--- src/rtl/io_display_driver.sv ---
// Binary-to-decimal seven-segment driver: double-dabble conversion, one bit per clock.
// Optional two's-complement display with leading minus sign via DISPLAY_SIGNED_EN.
//
// state  | meaning
// IDLE   | watch value; start a conversion when it differs from shadow or after reset
// CONV   | 32 shift-and-add-3 steps of {bcd, bin}
// UPDATE | latch segment patterns and overflow from the finished BCD digits
module io_display_driver #(
    parameter int DIGITS = 8
) (
    input  logic                  clock,
    input  logic                  reset,
    input  logic [31:0]           value,
    output logic [7*DIGITS-1:0]   hex,
    output logic                  busy,
    output logic                  overflow
);

    typedef enum logic [1:0] {IDLE, CONV, UPDATE} state_t;

    state_t               state_q;
    logic [31:0]          shadow_q;
    logic                 fresh_q;
    logic [31:0]          bin_q;
    logic [39:0]          bcd_q;
    logic [4:0]           cnt_q;
    logic                 neg_q;
    logic [7*DIGITS-1:0]  hex_q;
    logic                 busy_q;
    logic                 overflow_q;

    logic                 neg_d;
    logic [31:0]          mag_d;
    logic [38:0]          bcd_adj;
    logic [7*DIGITS-1:0]  hex_d;
    logic                 overflow_d;
    logic [3:0]           msd;

    function automatic logic [6:0] seg7(input logic [3:0] d);
        case (d)
            4'd0:    seg7 = 7'h40;
            4'd1:    seg7 = 7'h79;
            4'd2:    seg7 = 7'h24;
            4'd3:    seg7 = 7'h30;
            4'd4:    seg7 = 7'h19;
            4'd5:    seg7 = 7'h12;
            4'd6:    seg7 = 7'h02;
            4'd7:    seg7 = 7'h78;
            4'd8:    seg7 = 7'h00;
            4'd9:    seg7 = 7'h10;
            default: seg7 = 7'h7F;
        endcase
    endfunction

    always_comb begin
`ifdef DISPLAY_SIGNED_EN
        neg_d = value[31];
        mag_d = value[31] ? (~value + 32'd1) : value;
`else
        neg_d = 1'b0;
        mag_d = value;
`endif
    end

    // The top digit of a 32-bit magnitude never exceeds 4, so it needs no correction.
    always_comb begin
        bcd_adj = bcd_q[38:0];
        for (int i = 0; i < 9; i++) begin
            if (bcd_q[4*i +: 4] >= 4'd5)
                bcd_adj[4*i +: 4] = bcd_q[4*i +: 4] + 4'd3;
        end
    end

    always_comb begin
        overflow_d = 1'b0;
        msd        = 4'd0;
        hex_d      = '1;
        for (int i = 0; i < 10; i++) begin
            if (bcd_q[4*i +: 4] != 4'd0) begin
                if (i >= DIGITS)
                    overflow_d = 1'b1;
                else
                    msd = 4'(i);
            end
        end
        if (neg_q && bcd_q[4*(DIGITS-1) +: 4] != 4'd0)
            overflow_d = 1'b1;
        for (int i = 0; i < DIGITS; i++) begin
            if (overflow_d)
                hex_d[7*i +: 7] = 7'h06;
            else if (4'(i) <= msd)
                hex_d[7*i +: 7] = seg7(bcd_q[4*i +: 4]);
            else if (neg_q && 4'(i) == msd + 4'd1)
                hex_d[7*i +: 7] = 7'h3F;
        end
    end

    always_ff @(posedge clock or negedge reset) begin
        if (!reset) begin
            state_q    <= IDLE;
            shadow_q   <= '0;
            fresh_q    <= 1'b1;
            bin_q      <= '0;
            bcd_q      <= '0;
            cnt_q      <= '0;
            neg_q      <= 1'b0;
            hex_q      <= '1;
            busy_q     <= 1'b0;
            overflow_q <= 1'b0;
        end else begin
            case (state_q)
                IDLE: begin
                    if (fresh_q || value != shadow_q) begin
                        shadow_q <= value;
                        fresh_q  <= 1'b0;
                        bin_q    <= mag_d;
                        neg_q    <= neg_d;
                        bcd_q    <= '0;
                        cnt_q    <= '0;
                        busy_q   <= 1'b1;
                        state_q  <= CONV;
                    end
                end
                CONV: begin
                    {bcd_q, bin_q} <= {bcd_adj, bin_q, 1'b0};
                    cnt_q          <= cnt_q + 5'd1;
                    if (cnt_q == 5'd31)
                        state_q <= UPDATE;
                end
                UPDATE: begin
                    hex_q      <= hex_d;
                    overflow_q <= overflow_d;
                    busy_q     <= 1'b0;
                    state_q    <= IDLE;
                end
                default: state_q <= IDLE;
            endcase
        end
    end

    assign hex      = hex_q;
    assign busy     = busy_q;
    assign overflow = overflow_q;

endmodule

--- config.mk ---
export PLATFORM = sky130hd
export DESIGN_NAME = io_display_driver
export DESIGN_NICKNAME = d
export VERILOG_FILES = /design/src/rtl/io_display_driver.sv
export SDC_FILE = /design/constraint.sdc
export NUM_CORES = 1
export LEC_CHECK = 0
export CORE_MARGIN = 2
export CORE_UTILIZATION = 45
export DETAILED_ROUTE_END_ITERATION = 16
export PLACE_DENSITY = 0.65
export SLEW_MARGIN = 20
export SYNTH_ARGS = -nofsm -noshare
export SYNTH_HDL_FRONTEND = slang
export SYNTH_SLANG_ARGS = --single-unit
--- constraint.sdc ---
create_clock -name clock -period 5.3 [get_ports clock]
set_input_delay 1.59 -clock clock [delete_from_list [all_inputs] [get_ports clock]]
set_output_delay 1.59 -clock clock [all_outputs]
set_load 0.03 [all_outputs]
==> impl_metrics.csv <==
group,metric,value,unit
cts,cts_resized,0,
sta,holdWs,0.451,ns
global_route,grt_overflow,0,
flow_run,maxCapViolations,0,
sta,max-slew-margin-rel,0.333,
cells_and_area,fill_cells,1965,
logic_synthesis,synth_edf_count,0,
global_route,grt_usage,0.206,
logic_synthesis,synth_area_leader_cell,"dfrtp_1",
detailed_routing,viasPerCell,5.57,
cells_and_area,fin_cells,1332,
detailed_routing,ant_nets,0,
cells_and_area,nNetsFinal,1124,
floorplan,initial_utilization,0.457,
logic_synthesis,syn_nets,1064,
logic_synthesis,synth_area,9570,um2
cells_and_area,multiInputGateArea,4820,um2
run_status,status,"complete, no violations",
detailed_routing,met3WireLength,712,um
cts,insertion_delay,0.43,ns
detailed_routing,routed_wl,22100,um
place,portBuffers,91,
sta,hold_violations,0,
setup_path,critPathCaptureType,"flip-flop",
logic_synthesis,synth_area_leaders,"dfrtp_1 (30%), dfstp_2 (16%), ha_1 (6.0%)",
place,gp_congestion,0.812,
logic_synthesis,yosys_warnings,0,
setup_path,cp_data_required_time,5.62,ns
global_route,grt_max_degree,93,
sta,fin_crit,4.05,ns
place,dp_hpwl,14600,um
detailed_routing,wl_met2,10300,um
logic_synthesis,synth_cell_types,53,
logic_synthesis,netlist.area_leader.share,0.296,
cts,cts-htree-levels,4,
detailed_routing,drc,0,
floorplan,die_w,150,um
cts,clk_path_buf_depth,2,
logic_synthesis,yosysMostFrequentCell,"dfrtp_1",
floorplan,die_h,150,um
sta,tns,0,ns
floorplan,die_area,22400,um2
cts,cts.sinks,170,
logic_synthesis,async_reset_ff_frac,1.00,
floorplan,ioPinCount,92,
power_and_ir_drop,power.total,5.28,mW
sta,min_period_over_period,0.765,
worst_hold_path,hold_path_class,"flip-flop to flip-flop",
place,place_ws,0.771,ns
sta,finalMaxSlewViolations,0,
cells_and_area,area_growth,17.8,%
power_and_ir_drop,powerDensity,469,nW/um2
logic_synthesis,synth_top_flop_cell,"dfrtp_1",
cells_and_area,antennaDiodeCount,0,
power_and_ir_drop,ir_drop,0.257,mV
logic_synthesis,ys_ff_latch,170,
cts,cts_made_buffers,17,
sta,fmax,247,MHz
cts,root_buffer,"clkbuf_16",
sta,rsz0062_at_grt,"no",
detailed_routing,num_vias,7418,
detailed_routing,highest_layer,"met4",
sta,fin_skew,0.0143,ns
logic_synthesis,syn-instance-count,984,
floorplan,coreArea,21000,um2
cts,tritoncts,"built",
sta,finalSetupViolCount,0,
cts,post_cts_buffers,0,
sta,tightest_slew,0.998,ns
power_and_ir_drop,power_leakage,4.85,nW
cts,clkTransAtPathRegs,0.07,ns
logic_synthesis,synth.avg_cell_area,9.72,um2
setup_path,cp_max_fo,66,
cells_and_area,drive_gt1_frac,0.139,
logic_synthesis,yosys-top-cells-count,"dfrtp_1 (113), nand2_1 (95), nor2_1 (79)",
sta,fin_ws,1.25,ns
place,post-place-cells,1300,
cells_and_area,register_area,4330,um2
detailed_routing,drt-met1-wl,10700,um
cts,cts_hold_buffers,0,
detailed_routing,avgRoutedWirePerCell,16.6,um
setup_path,crit_arrival,4.37,ns
detailed_routing,drt_iter0_markers,463,
detailed_routing,dr.pass1.iters,5,
setup_path,critPathKind,"input pin to flip-flop",
logic_synthesis,yosysSeqAreaShare,0.452,
global_route,first_global_vias,7188,
global_route,antenna_found_initial,0,
setup_path,startpoint_type,"input pin",
global_route,grt_pass1_wl,37200,um
floorplan,core.rowCount,53,
through the flow:
stage	util	instance area, um2
4_1_cts	0.538	11300
3_3_place_gp	0.509	10700
2_1_floorplan	-	9570
6_report	0.538	11300
5_1_grt	0.538	11300
3_5_place_dp	0.509	10700
where the power goes:
group | switching (mW) | internal, mW
registers | 0.307 | 1.64
logic | 1.16 | 0.881
clock network | 0.537 | 0.763
critical path: stages:
cell             delay, ns
clkdlybuf4s50_1       0.53
xor2_1                0.29
nor4_1                0.10
nand4_1               0.10
or4_1                 0.12
nor2b_4               0.81
buf_12                0.40
mux2_2                0.38
logic make-up (layout without fill, tap and decap cells):
group	Yosys count	in the layout	synth area share
and+or+nand+nor	287	287	0.147
xor gates and xnor gates	42	42	0.0384
DFF	170	170	0.452
muxes	37	37	0.0510
adders and majority gates	46	46	0.0602
AOI/OAI and AO/OA	300	300	0.206
buffers and inverters	102	175	0.0451
final timing paths:
| path | slack [ns] | depth (start not counted) | from | to |
|---|---|---|---|---|
| hold / removal | 0.45 | 2 | hex[11] | hex[11] |
| max in group asynchronous | 3.03 | 2 | reset | hex[12] |
| setup reg to reg | 2.17 | 9 | bcd_q[28] | hex[8] |
| setup / recovery | 1.25 | 8 | value[6] | shadow_q[3] |
| hold reg to reg | 0.45 | 2 | hex[11] | hex[11] |
| min in group asynchronous | 1.25 | 1 | reset | bcd_q[24] |
flip-flops by register name, indices dropped and copies added, names as in the netlist, 2 cells and up:
name and flops:
cnt_q 5, bcd_q 40, shadow_q 32, bin_q 32
state_q 2, hex 56
layer usage:
metal / vias to the layer above / GRT usage
li1: 3648 / -
met1: 3607 / 0.287
met2: 141 / 0.335
met3: 22 / 0.0287
met4: 0 / 0.0642
met5: - / 0
final cells by class:
class                           instances  area share
Sequential cell                       170       0.384
Tap cell                              275      0.0305
Timing Repair Buffer                  106      0.0920
Inverter                               37      0.0123
Clock buffer                           20      0.0396
Clock inverter                         12      0.0144
Multi-Input combinational cell        712       0.427
layout by cell type, fill, tap and decap left out, types with 5 or more instances in the layout:
cell type        count
nor3b_1             40
xor2_1              32
nand2_1             94
a21o_1               6
nor2_1              77
mux2_4              20
o21ai_0             68
clkdlybuf4s50_1     90
nand3_1              6
a22o_1              46
o22ai_1             28
xnor2_1             10
a211o_1             31
nor3_1              17
a31oi_1             13
ha_1                46
o211ai_1             5
dfstp_2             57
nor4_1               7
clkbuf_16           17
a41oi_1              6
buf_4               14
a21oi_1             72
dfrtp_1            113
nand2b_1            15
mux2_2              13
and3_1               5
inv_1               37
o31ai_1              8
Note: power is estimated with default switching activity, not from simulation.
